===== src/rtl/alu_pkg.sv =====
// Shared encodings between the control unit and the ALU: opcodes, ALU ops, FSM states.
package alu_pkg;

  localparam int unsigned INSTR_W  = 8;
  localparam int unsigned OPC_W    = 3;
  localparam int unsigned ALU_OP_W = 3;
  localparam int unsigned RADDR_W  = 2;

  localparam logic [OPC_W-1:0] OP_ADD  = 3'b000;
  localparam logic [OPC_W-1:0] OP_SUB  = 3'b001;
  localparam logic [OPC_W-1:0] OP_AND  = 3'b010;
  localparam logic [OPC_W-1:0] OP_OR   = 3'b011;
  localparam logic [OPC_W-1:0] OP_MOV  = 3'b100;
  localparam logic [OPC_W-1:0] OP_BEQ  = 3'b101;
  localparam logic [OPC_W-1:0] OP_BZ   = 3'b110;
  localparam logic [OPC_W-1:0] OP_HALT = 3'b111;

  localparam logic [ALU_OP_W-1:0] ALU_ADD    = 3'b000;
  localparam logic [ALU_OP_W-1:0] ALU_SUB    = 3'b001;
  localparam logic [ALU_OP_W-1:0] ALU_AND    = 3'b010;
  localparam logic [ALU_OP_W-1:0] ALU_OR     = 3'b011;
  localparam logic [ALU_OP_W-1:0] ALU_PASS_A = 3'b100;

  typedef enum logic [2:0] {
    ST_FETCH  = 3'd0,
    ST_DECODE = 3'd1,
    ST_EXEC   = 3'd2,
    ST_WB     = 3'd3,
    ST_HALT   = 3'd4
  } state_t;

  typedef struct packed {
    logic [OPC_W-1:0]   op;
    logic [RADDR_W-1:0] rd;
    logic [RADDR_W-1:0] rs;
    logic               spare;
  } instr_t;

endpackage


===== src/rtl/decod_instr.sv =====
// Combinational instruction decoder: IR -> ALU op, register addresses and class flags.
module decod_instr
  import alu_pkg::*;
(
  input  logic [INSTR_W-1:0]  ir,
  output logic [ALU_OP_W-1:0] alu_op,
  output logic [RADDR_W-1:0]  rs_a,
  output logic [RADDR_W-1:0]  rs_b,
  output logic [RADDR_W-1:0]  rd_addr,
  output logic                is_alu,
  output logic                is_beq,
  output logic                is_bz,
  output logic                is_halt
);

  instr_t w_ir;
  logic   w_unused_spare;

  assign w_ir           = instr_t'(ir);
  assign w_unused_spare = w_ir.spare;

  always_comb begin
    alu_op  = ALU_SUB;
    rs_a    = w_ir.rd;
    rs_b    = w_ir.rs;
    rd_addr = w_ir.rd;
    is_alu  = 1'b0;
    is_beq  = 1'b0;
    is_bz   = 1'b0;
    is_halt = 1'b0;
    case (w_ir.op)
      OP_ADD:  begin alu_op = ALU_ADD; is_alu = 1'b1; end
      OP_SUB:  begin alu_op = ALU_SUB; is_alu = 1'b1; end
      OP_AND:  begin alu_op = ALU_AND; is_alu = 1'b1; end
      OP_OR:   begin alu_op = ALU_OR;  is_alu = 1'b1; end
      // MOV passes rs through operand A so the ALU result is reg[rs]
      OP_MOV:  begin alu_op = ALU_PASS_A; rs_a = w_ir.rs; is_alu = 1'b1; end
      OP_BEQ:  is_beq  = 1'b1;
      OP_BZ:   is_bz   = 1'b1;
      default: is_halt = 1'b1;
    endcase
  end

endmodule


===== src/rtl/unidade_controle.sv =====
// Multi-cycle control unit for the 8-bit ALU datapath: fetch/decode/exec/writeback FSM,
// program counter, instruction register and sticky zero flag.
module unidade_controle
  import alu_pkg::*;
#(
  parameter int unsigned     PC_W     = 8,
  parameter logic [PC_W-1:0] RESET_PC = '0
) (
  input  logic                clk,
  input  logic                rst_n,
  input  logic [INSTR_W-1:0]  instr,
  input  logic                instr_valid,
  output logic                instr_ready,
  output logic [PC_W-1:0]     pc,
  output logic [ALU_OP_W-1:0] alu_op,
  input  logic                alu_zero,
  input  logic                alu_eq,
  output logic [RADDR_W-1:0]  rs_a,
  output logic [RADDR_W-1:0]  rs_b,
  output logic [RADDR_W-1:0]  rd_addr,
  output logic                reg_we,
  output logic                flag_z,
  output logic                halted
);

  state_t               r_state;
  logic [PC_W-1:0]      r_pc;
  logic [INSTR_W-1:0]   r_ir;
  logic                 r_flag_z;

  state_t               w_state_nxt;
  logic [PC_W-1:0]      w_pc_nxt;
  logic [INSTR_W-1:0]   w_ir_nxt;
  logic                 w_flag_z_nxt;
  logic                 w_instr_ready;
  logic                 w_reg_we;
  logic                 w_halted;

  logic                 w_is_alu;
  logic                 w_is_beq;
  logic                 w_is_bz;
  logic                 w_is_halt;

  decod_instr u_decod (
    .ir      (r_ir),
    .alu_op  (alu_op),
    .rs_a    (rs_a),
    .rs_b    (rs_b),
    .rd_addr (rd_addr),
    .is_alu  (w_is_alu),
    .is_beq  (w_is_beq),
    .is_bz   (w_is_bz),
    .is_halt (w_is_halt)
  );

  always_ff @(posedge clk or negedge rst_n) begin
    if (!rst_n) begin
      r_state  <= ST_FETCH;
      r_pc     <= RESET_PC;
      r_ir     <= '0;
      r_flag_z <= 1'b0;
    end else begin
      r_state  <= w_state_nxt;
      r_pc     <= w_pc_nxt;
      r_ir     <= w_ir_nxt;
      r_flag_z <= w_flag_z_nxt;
    end
  end

  // Next-state and state-decoded strobes; reg_we is decoded from the state so reset cuts it at once
  always_comb begin
    w_state_nxt   = r_state;
    w_pc_nxt      = r_pc;
    w_ir_nxt      = r_ir;
    w_flag_z_nxt  = r_flag_z;
    w_instr_ready = 1'b0;
    w_reg_we      = 1'b0;
    w_halted      = 1'b0;
    case (r_state)
      ST_FETCH: begin
        w_instr_ready = 1'b1;
        if (instr_valid) begin
          w_ir_nxt    = instr;
          w_state_nxt = ST_DECODE;
        end
      end
      ST_DECODE: w_state_nxt = ST_EXEC;
      ST_EXEC: begin
        if (w_is_alu) begin
          w_flag_z_nxt = alu_zero;
          w_state_nxt  = ST_WB;
        end else if (w_is_beq) begin
          w_pc_nxt    = r_pc + (alu_eq ? PC_W'(2) : PC_W'(1));
          w_state_nxt = ST_FETCH;
        end else if (w_is_bz) begin
          // BZ tests the flag as it stood before this instruction
          w_pc_nxt    = r_pc + (r_flag_z ? PC_W'(2) : PC_W'(1));
          w_state_nxt = ST_FETCH;
        end else if (w_is_halt) begin
          w_state_nxt = ST_HALT;
        end else begin
          w_state_nxt = ST_FETCH;
        end
      end
      ST_WB: begin
        w_reg_we    = 1'b1;
        w_pc_nxt    = r_pc + PC_W'(1);
        w_state_nxt = ST_FETCH;
      end
      ST_HALT: w_halted = 1'b1;
      default: w_state_nxt = ST_FETCH;
    endcase
  end

  assign instr_ready = w_instr_ready;
  assign reg_we      = w_reg_we;
  assign halted      = w_halted;
  assign pc          = r_pc;
  assign flag_z      = r_flag_z;

endmodule


===== config.mk =====
export PLATFORM = sky130hd
export DESIGN_NAME = unidade_controle
export DESIGN_NICKNAME = d
export VERILOG_FILES = /design/src/rtl/alu_pkg.sv /design/src/rtl/decod_instr.sv /design/src/rtl/unidade_controle.sv
export SDC_FILE = /design/constraint.sdc
export NUM_CORES = 1
export LEC_CHECK = 0
export ABC_CLOCK_PERIOD_IN_PS = 5400
export CAP_MARGIN = 40
export CORE_UTILIZATION = 48
export DETAILED_ROUTE_END_ITERATION = 10
export PLACE_DENSITY_LB_ADDON = 0.3
export SLEW_MARGIN = 0
export SYNTH_ARGS = -nofsm -noshare
export SYNTH_HDL_FRONTEND = slang
export SYNTH_SLANG_ARGS = --single-unit

===== constraint.sdc =====
create_clock -name clk -period 5.4 [get_ports clk]
set_input_delay 0.54 -clock clk [delete_from_list [all_inputs] [get_ports clk]]
set_output_delay 0.54 -clock clk [all_outputs]
set_load 0.03 [all_outputs]

# --- Yosys cells after proc, flatten, opt, wreduce, memory -nomap -nowiden ---
# Cells that the tools add are included.
# W data, S select, Z words.
word_totals:
  register_bits: 20
  inputBits: 13
  out_inout_bits: 21
  wordCells: 50
classes:
  add_sub_neg: 3
  n_eq_ne: 13
  muxes: 20
  bitwise: 1
  reduce_logical: 9
op_table:
  columns: ["cell", "n"]
  rows:
  - ["$mux W8", 3]
  - ["$pmux W3 S4", 2]
  - ["$add A8 B2 Y8", 2]
  - ["$pmux W8 S2", 1]
  - ["$mux W3", 5]
  - ["$eq A3 B2 Y1 const B", 4]
  - ["$eq A3 B3 Y1 const B", 4]
  - ["$add A8 B1 Y8 const B", 1]
  - ["$reduce_or A7 Y1", 1]
  - ["$eq A3 B1 Y1 const B", 2]
  - ["$logic_not A3 Y1", 2]
  - ["$mux W1", 6]
  - ["$mux W2", 3]
  - ["$reduce_and A2 Y1", 3]
  - ["$reduce_or A5 Y1", 1]
  - ["$ne A2 B2 Y1 const B", 2]
  - ["$ne A3 B1 Y1 const B", 1]
  - ["$reduce_and A3 Y1", 1]
  - ["$reduce_bool A2 Y1", 1]
  - ["$not A1 Y1", 1]

# --- Logic depth before layout (Yosys ltp) ---
# Gate-level depths: netlist (run 1).
depth:
  ltp_word: 7
  depth_mapped: 10
  mapped_depth_nobuf: 9

# --- Cells and area by module ---
# A second synthesis (run 1) with hierarchy kept.
hier_totals:
  cells_unflattened: 85
  hier_area_um2: 1056.0
modules_own_cells:
  columns: ["module", "instances", "cells_each", "area_each_um2", "seq_area_each_um2"]
  rows:
  - ["unidade_controle", 1, 71, 939.7, 500.5]
  - ["decod_instr", 1, 14, 116.4, 0.0]

# --- Worst setup path before layout (run 1) ---
# OpenSTA, ideal clock, no wires.
synth_path:
  path_type: "register -> output"
  start: "register r_ir[6]"
  end: "output rs_a[0]"
  arrival_ns: 1.908
  required_ns: 4.860
  path_slack_ns: 2.952
  path_stages_with_launch: 4
  path_buffers: 1
  path_cell_list: "dfrtp_1 clkbuf_2 nor3b_1 mux2_2"
synth_via:
  elab_chain_cells: 2
synth_rtl:
  columns: ["element", "line_no", "source"]
  rows:
  - ["from (decl)", "unidade_controle.sv:28", "logic [INSTR_W-1:0] r_ir;"]
  - ["from (signal assigned)", "unidade_controle.sv:65", "r_ir <= w_ir_nxt;"]
  - ["$eq A3 B3 Y1", "decod_instr.sv:31", "case (w_ir.op)"]
  - ["$mux W2", "decod_instr.sv:31", null]
  - ["to (decl)", "unidade_controle.sv:18", "output logic [RADDR_W-1:0] rs_a,"]
# No other way between the ends.

# --- Worst setup path in the final report (run 1) ---
layout_path:
  start: "register r_ir[7]"
  end: "output rs_a[1]"
# The elaborated chain is that of the path after synthesis.

==> impl_metrics.ini, run 1 <==
[global_route]
grt_max_degree = 11
grtUsageTotal_pct = 17.76
grt_pass1_vias = 645
antenna_found_initial = 0
grt_pass1_wl_um = 2760
grt-ovfl-total = 0

[power]
sw_frac_of_total_pct = 45.51
p_switching_mw = 0.4169
p_leak_nw = 0.5764
power_density_nw_per_um2 = 676.7
clkPwrFrac_pct = 7.6
seqPwrFrac_pct = 31.5
ir_worst_vdd_uv = 402.0
combPwrFrac_pct = 61.0
internal-power_mw = 0.4992

[min_path]
hold_class = reg -> reg
hold_depth = 1
hold_end = pc[7]$_DFFE_PN0P_
hp-start = pc[7]$_DFFE_PN0P_

[sta]
slew_headroom_pct = 69.65
hold_violations = 0
fin_crit_sh_pct = 51.66
worst_pin_slew_ns = 0.4543
rsz0062_at_grt = false
finalMaxSlewViolations = 0
max_freq_mhz = 358.5
min_period_ns = 2.790
skew_ns = 0.003834
fin_ws_ns = 2.610
setup_tns_ns = 0
setup_viol = 0

[placed_design]
dp.cells = 139
portBuffers = 32
gp_congestion = 0.7252
hpwl_um = 1475
dp_slack_ns = 2.954

[die]
die_h_um = 47.70
core_area_sq_um = 1962
dieArea_sq_um = 2275
rows = 16
die_w_um = 47.70
ios = 34
start_util_pct = 51.08

[worst_setup_path]
rr_worst_depth = 8
crit_arrival_ns = 2.25
endpoint_kind = output pin
r2r_setup_slack_ns = 3.27
r2r_end = pc[4]$_DFFE_PN0P_
path_delay_family = buffers and inverters
crit_required_ns = 4.86
crit_chain = nor3b_1, mux2_2, clkdlybuf4s50_1
path_buf_inv = 1
critPathKind = reg -> out
r2r-start = r_ir[6]$_DFFE_PN0P_
crit_slowest_cell = clkdlybuf4s50_1
crit_path_max_fanout = 9
cpPeakStageDelay_ns = 0.60
start_kind = flop

[logic_synthesis]
synthArstFlopShare_pct = 100.0
ys_warn_count = 0
synth_top_cell_area_share_pct = 47.44
yosys-top-cells-count = 19 x dfrtp_1, 11 x mux2_2, 6 x nand2_1
syn-instance-count = 85
ys_seq_area_share_pct = 47.44
syn_area_per_cell_sq_um = 11.79
syn_area_sq_um = 1002
yosys.area.top_type = dfrtp_1
synth_cell_types = 31
synth.most_common_cell = dfrtp_1
synth_ff_type = dfrtp_1
ys_ff_latch = 19
yosys-top-cells-area = dfrtp_1 47%, mux2_2 12%, xnor2_1 3.5%, buf_4 3.0%, ha_1 2.5%
synth_edf_count = 0
syn_nets = 101

[route]
drt-pass1-iter-count = 4
vias = 712
final_antenna_net_count = 0
drt_iter0_markers = 13
viasPerCell = 4.979
routed_wl_um = 1807
wire_per_inst_um = 12.64
drc_errors = 0

[clock_tree]
cts-htree-levels = 1
cts-buffers-inserted = 3
cts_resized = 0
clk_path_buf_depth = 2
postCtsHoldBufs = 0
post_cts_buffers = 0
root_buffer = clkbuf_4
clk_pin_slew_worst_paths_ns = 0.10
cts_num_sinks = 19
tritoncts = yes
clock_latency_ns = 0.28

[cells_and_area]
syn_to_final_growth_pct = 35.08
nets = 133
drive_gt1_share_pct = 19.83
antenna_cells = 0
seq_area_sq_um = 475.5
multi_input_area_sq_um = 471.7
final_cells = 143
fill_cells = 180

[outcome]
outcome = finished, final reports clean

[flow_run]
max-cap-violations = 0
-- layer usage --
layer / share of wire [%] / GRT usage [%] / vias to the layer above
li1: - / - / 347
met1: 43 / 20.09 / 347
met2: 53 / 33.51 / 16
met3: 3.3 / 4.528 / 2
met4: 0.44 / 3.333 / 0
met5: 0 / 0 / -
-- power by group through the flow --
| stage | logic, mW | registers (mW) | clock network (mW) |
|---|---|---|---|
| finish | 0.558 | 0.288 | 0.0693 |
| global route | 0.602 | 0.299 | 0.0793 |
| CTS | 0.565 | 0.289 | 0.0725 |
| detailed placement | 0.563 | 0.292 | 0 |
| global placement | 0.551 | 0.286 | 0 |
| floorplan | 0.353 | 0.324 | 0 |
-- worst register-to-register path, cell delays in order (launching register included) --
cell and delay [ns]:
dfrtp_1 0.51, nand3b_1 0.17, mux2i_1 0.20, or2_2 0.17
ha_1 0.16, inv_1 0.05, fa_1 0.43, nor3_2 0.21
xor2_1 0.16
-- through the flow --
stage	area [sq um]	power, mW	utilization, %	hold WS, ns
final	1354	0.9161	69.01	0.4793
after global routing	1354	0.9807	69.01	0.5063
after CTS	1354	0.9271	69.01	0.4852
after detailed placement	1328	0.8551	67.67	0.4661
after global placement	1316	0.8370	67.09	0.4607
after floorplan	1002	0.6764	-	0.2444
-- registers in the layout (all words and copies together), names as in the netlist --
register	flops
flag_z	1
pc	8
r_ir	7
r_state	3
-- kinds of logic (layout without fill, tap and decap cells) --
family / count (synthesis) / in the layout / share of synthesized area, %
buffers and inverters: 10 / 41 / 5.492
multiplexers: 12 / 12 / 13.36
AND/OR/NAND/NOR: 27 / 27 / 15.98
AO/OA/AOI/OAI: 7 / 7 / 6.367
flip-flops: 19 / 19 / 47.44
adder cells (fa/ha/maj): 3 / 3 / 4.494
XOR/XNOR: 7 / 7 / 6.867
-- worst max path at each step --
| stage | startpoint | end | slack (ns) | cells after the start |
|---|---|---|---|---|
| floorplan | r_ir[6]$_DFFE_PN0P_ | rs_a[0] | 2.95 | 3 |
| global placement | r_ir[7]$_DFFE_PN0P_ | rs_a[1] | 3.00 | 3 |
| detailed placement | r_ir[7]$_DFFE_PN0P_ | rs_a[1] | 2.95 | 3 |
| CTS | r_ir[7]$_DFFE_PN0P_ | rs_a[1] | 2.61 | 3 |
| global route | r_ir[7]$_DFFE_PN0P_ | rs_a[1] | 2.51 | 3 |
| finish | r_ir[7]$_DFFE_PN0P_ | rs_a[1] | 2.61 | 3 |
-- final cells by class --
type / instances / area share [%]
flip-flops and latches: 19 / 35.12
multi-input cells: 56 / 34.84
repair buffers: 33 / 24.49
well taps: 27 / 2.495
clock buffers: 4 / 1.941
inverters: 4 / 1.109
-- layout by cell type, fill, tap and decap left out --
cell type	n
a21o_1	1
a21o_2	1
a21oi_1	1
a31oi_4	1
and2_1	1
and2b_1	1
and2b_2	1
and3b_1	1
buf_6	1
clkbuf_1	1
clkbuf_4	3
clkdlybuf4s50_1	32
dfrtp_1	19
fa_1	1
ha_1	2
inv_1	4
mux2_2	11
mux2i_1	1
nand2_1	6
nand2b_1	2
nand3b_1	2
nand4_1	3
nor2_1	4
nor3_1	1
nor3_2	2
nor3b_1	1
o2111a_1	1
o21ai_0	2
or2_2	2
xnor2_1	4
xor2_1	2
xor2_2	1
(Power assumes the default switching activity.)
==> run 2: changes to the inputs <==
--- a/config.mk
+++ b/config.mk
@@ -5,9 +5,9 @@
 export SDC_FILE = /design/constraint.sdc
 export NUM_CORES = 1
 export LEC_CHECK = 0
-export ABC_CLOCK_PERIOD_IN_PS = 5400
+export ABC_CLOCK_PERIOD_IN_PS = 2500
 export CAP_MARGIN = 40
-export CORE_UTILIZATION = 48
+export CORE_UTILIZATION = 40
 export DETAILED_ROUTE_END_ITERATION = 10
 export PLACE_DENSITY_LB_ADDON = 0.3
 export SLEW_MARGIN = 0
==> constraint.sdc (replaced) <==
create_clock -name clk -period 2.5 [get_ports clk]
set_input_delay 0.25 -clock clk [delete_from_list [all_inputs] [get_ports clk]]
set_output_delay 0.25 -clock clk [all_outputs]
set_load 0.03 [all_outputs]
==> run 2 against run 1 <==
Clock skew rose by 0.0055 ns. Wire length grew 3.9%. Worst hold slack lost 0.26 ns. Global-route usage decreased by 1.3 points. Design area is 0.74% higher. Core utilization is 9.1 points lower. Non-clock buffer count unchanged.
==> impl_metrics.ini, run 2 (same netlist as run 1, synthesis figures left out) <==
[die]
ios = 34
rows = 17
die_h_um = 52.06
core_area_sq_um = 2276
start_util_pct = 44.04
die_w_um = 52.06
dieArea_sq_um = 2710

[sta]
slew_headroom_pct = 75.54
hold_violations = 0
max_freq_mhz = 429.7
fin_crit_sh_pct = 93.09
finalMaxSlewViolations = 0
setup_viol = 0
rsz0062_at_grt = false
min_period_ns = 2.327
skew_ns = 0.009369
worst_pin_slew_ns = 0.3657
setup_tns_ns = 0

[clock_tree]
root_buffer = clkbuf_4
clk_pin_slew_worst_paths_ns = 0.10
cts-buffers-inserted = 3
tritoncts = yes
cts-htree-levels = 1
clk_path_buf_depth = 2
cts_num_sinks = 19
postCtsHoldBufs = 0
clock_latency_ns = 0.30

[route]
wire_per_inst_um = 13.03
viasPerCell = 5.118
routed_wl_um = 1877
drt-pass1-iter-count = 4
final_antenna_net_count = 0
drc_errors = 0
drt_iter0_markers = 3
vias = 737

[cells_and_area]
syn_to_final_growth_pct = 36.08
final_cell_mix = 32 x clkdlybuf4s50_1, 19 x dfrtp_1, 11 x mux2_2
nets = 133
multi_input_area_sq_um = 476.7
seq_area_sq_um = 475.5
drive_gt1_share_pct = 20.69
fin_util_pct = 59.92
largest_register_ffs = 8
final_cells = 144
antenna_cells = 0
final_common_cell = clkdlybuf4s50_1
fill_cells = 192
stdcell_area_sq_um = 1364

[global_route]
grt_max_degree = 14
grtUsageTotal_pct = 16.48
grt_pass1_wl_um = 3194
grt_pass1_vias = 753
antenna_found_initial = 0
grt-ovfl-total = 0

[placed_design]
hpwl_um = 1468
gp_congestion = 0.7901
dp.cells = 140
postPlaceCellArea_sq_um = 1333
portBuffers = 32

[min_path]
hold_class = in -> async

[worst_setup_path]
crit_arrival_ns = 2.08
crit_required_ns = 2.25
r2r-start = r_ir[6]$_DFFE_PN0P_
crit_slowest_cell = clkdlybuf4s50_1
crit_chain = nor3b_2, mux2_2, clkdlybuf4s50_1
endpoint_kind = output pin
cp_num_cells = 3
worstSetupStartpoint = r_ir[7]$_DFFE_PN0P_
r2r_end = pc[4]$_DFFE_PN0P_
path_delay_family = buffers and inverters
crit_path_max_fanout = 9
cpPeakStageDelay_ns = 0.59
rr_worst_depth = 8
path_buf_inv = 1
start_kind = flop
endpoint = rs_a[0]
r2r_setup_slack_ns = 0.37
critPathKind = reg -> out

[power]
power_density_nw_per_um2 = 1464
ir_worst_vdd_uv = 972.5
p_leak_nw = 0.5796

[outcome]
outcome = finished, final reports clean

[flow_run]
max-cap-violations = 0
## run 2: worst min-delay path by stage
stage	cells past startpoint	slack, ns	from	end
global placement	1	0.46	pc[7]$_DFFE_PN0P_	pc[7]$_DFFE_PN0P_
global route	1	0.23	rst_n	pc[1]$_DFFE_PN0P_
detailed placement	1	0.47	pc[7]$_DFFE_PN0P_	pc[7]$_DFFE_PN0P_
finish	1	0.22	rst_n	pc[1]$_DFFE_PN0P_
CTS	1	0.22	rst_n	pc[1]$_DFFE_PN0P_
floorplan	0	-0.05	rst_n	flag_z$_DFFE_PN0P_
## run 2: through the flow
step / total power [mW] / hold WS (ns) / setup WS (ns)
final: 1.996 / 0.2167 / 0.1729
after floorplan: 1.461 / -0.04559 / 0.3425
after detailed placement: 1.859 / 0.4695 / 0.3572
after global placement: 1.815 / 0.4642 / 0.3754
after CTS: 2.021 / 0.2159 / 0.01571
after global routing: 2.130 / 0.2269 / 0.03815
## run 2: layout make-up
type                       instances  share of cell area [%]
clock buffer                       4                   1.927
inverter                           4                   1.101
multi-input combinational         56                   34.95
sequential                        19                   34.86
tap                               28                   2.569
timing repair buffer              33                   24.59
## run 2: what timing repair did
action	CTS	global route
setup endpoints to repair	0	2
resized for setup	0	1
buffers inserted	0	0
## run 2: routing by layer
layer | track usage, % | share of wire (%) | vias up
met2 | 29.06 | 51 | 22
met1 | 17.96 | 42 | 358
met3 | 5.263 | 4.9 | 5
met5 | 0 | 0 | -
met4 | 6.757 | 1.7 | 0
li1 | - | - | 352
## run 2: worst reg2reg max path: cells and delay by family (launching register included)
family | cells | cell delay, ns
adder cells (fa/ha/maj) | 2 | 0.59
flip-flops | 1 | 0.52
XOR/XNOR | 1 | 0.15
multiplexers | 1 | 0.20
buffers and inverters | 1 | 0.05
AND/OR/NAND/NOR | 3 | 0.55
## run 2: report_power, final
| group | switching [mW] | total [mW] | internal [mW] | leakage, nW |
|---|---|---|---|---|
| clock | 0.0896 | 0.152 | 0.0622 | 0.0150 |
| combinational | 0.643 | 1.22 | 0.574 | 0.333 |
| sequential | 0.179 | 0.627 | 0.448 | 0.231 |
| total | 0.912 | 2.00 | 1.08 | 0.580 |
==> run 3: changes to the inputs <==
--- a/config.mk
+++ b/config.mk
@@ -7,6 +7,7 @@
 export LEC_CHECK = 0
 export ABC_CLOCK_PERIOD_IN_PS = 2500
 export CAP_MARGIN = 40
+export CORE_ASPECT_RATIO = 0.9
 export CORE_UTILIZATION = 40
 export DETAILED_ROUTE_END_ITERATION = 10
 export PLACE_DENSITY_LB_ADDON = 0.3
==> run 3 against run 2 <==
Worst hold slack better by 0.053 ns. Sequential power about the same. Flip-flop and latch count unchanged. Combinational power about the same. Wire length down 0.59%. Total power about the same. Via count down 2.4%. Global-route usage down 0.48 points. Count of clock-buffer cells in the layout unchanged. Design area about the same. Clock power about the same. Critical path type unchanged. Critical endpoint is now rs_a[1].
==> impl_metrics.ini, run 3 (same netlist as run 1, synthesis figures left out) <==
[outcome]
outcome = finished, final reports clean

[global_route]
grt_pass1_wl_um = 3036
grt_pass1_vias = 692
grt-ovfl-total = 0
grtUsageTotal_pct = 16.00
antenna_found_initial = 0
grt_max_degree = 12

[sta]
skew_ns = 0.004144
fin_crit_sh_pct = 94.14
slew_headroom_pct = 69.21
min_period_ns = 2.354
max_freq_mhz = 424.9
worst_pin_slew_ns = 0.4605
fin_ws_ns = 0.1465
hold-worst-slack_ns = 0.2694
finalMaxSlewViolations = 0
rsz0062_at_grt = false
setup_tns_ns = 0
hold_violations = 0
setup_viol = 0

[placed_design]
dp.cells = 139
gp_congestion = 0.7419
hpwl_um = 1498
portBuffers = 32
dp_slack_ns = 0.3291
postPlaceCellArea_sq_um = 1331

[die]
start_util_pct = 44.30
rows = 16
ios = 34
core_area_sq_um = 2262
die_h_um = 49.49
dieArea_sq_um = 2710
die_w_um = 54.76

[clock_tree]
tritoncts = yes
cts-buffers-inserted = 3
cts-htree-levels = 1
clk_pin_slew_worst_paths_ns = 0.11
clk_path_buf_depth = 2
clock_latency_ns = 0.29
root_buffer = clkbuf_4
cts_num_sinks = 19

[cells_and_area]
fill_cells = 207
drive_gt1_share_pct = 20.69
final_cell_mix = 32 x clkdlybuf4s50_1, 19 x dfrtp_1, 11 x mux2_2
largest_register_ffs = 8
final_cells = 143
final_common_cell = clkdlybuf4s50_1
stdcell_area_sq_um = 1363
fin_util_pct = 60.23
nets = 133
antenna_cells = 0
syn_to_final_growth_pct = 35.96

[worst_setup_path]
critPathKind = reg -> out
path_buf_inv = 1
crit_slowest_cell = clkdlybuf4s50_1
cpPeakStageDelay_ns = 0.60
crit_arrival_ns = 2.10
path_delay_family = buffers and inverters
crit_chain = nor3b_2, mux2_2, clkdlybuf4s50_1
crit_required_ns = 2.25
endpoint_kind = output pin
start_kind = flop
crit_path_max_fanout = 9
r2r_setup_slack_ns = 0.38

[route]
drc_errors = 0
drt_iter0_markers = 3
routed_wl_um = 1866
viasPerCell = 5.028
wire_per_inst_um = 13.05
vias = 719
final_antenna_net_count = 0
drt-pass1-iter-count = 3

[power]
ir_worst_vdd_uv = 785.8
power_density_nw_per_um2 = 1466
power_mw = 1.997
p_leak_nw = 0.5796

[min_path]
hold_class = in -> async

[flow_run]
max-cap-violations = 0
==> run 3: cell counts in the layout (fill, tap and decap cells not counted) <==
Identical to the previous run, type by type.
==> run 3: what timing repair did <==
item                                    in CTS  in global routing
hold buffers                                 0                  0
gates resized for setup                      1                  0
buffers inserted                             0                  0
endpoints found under the setup margin       2                  0
==> run 3: worst paths after layout <==
kind / startpoint / endpoint / cells after the start
max: r_ir[7]$_DFFE_PN0P_ / rs_a[1] / 3
min: rst_n / r_state[2]$_DFFE_PN0P_ / 1
max reg2reg: r_ir[6]$_DFFE_PN0P_ / pc[4]$_DFFE_PN0P_ / 8
min reg2reg: pc[7]$_DFFE_PN0P_ / pc[7]$_DFFE_PN0P_ / 1
max in group asynchronous: rst_n / r_ir[2]$_DFFE_PN0P_ / 2
min in group clk: pc[7]$_DFFE_PN0P_ / pc[7]$_DFFE_PN0P_ / 1
==> run 3: metal layers <==
layer | track usage (%) | up-vias | part of all wire (%)
met5 | 0 | - | 0
met4 | 6.410 | 0 | 0.59
met3 | 3.704 | 2 | 4.8
met2 | 25.70 | 17 | 51
met1 | 20.12 | 355 | 44
li1 | - | 345 | -
==> run 3: cell type report <==
cell class	count	area, sq um	area share, %
tap	27	33.78	2.479
inverter	4	15.01	1.102
sequential	19	475.5	34.89
clock buffer	4	26.28	1.928
timing repair buffer	33	335.3	24.61
multi-input combinational	56	476.7	34.99
==> run 3: where the power goes <==
group / total [mW] / switching, mW / internal (mW)
sequential: 0.626 / 0.178 / 0.448
combinational: 1.22 / 0.645 / 0.575
clock: 0.151 / 0.0888 / 0.0619
total: 2.00 / 0.912 / 1.08
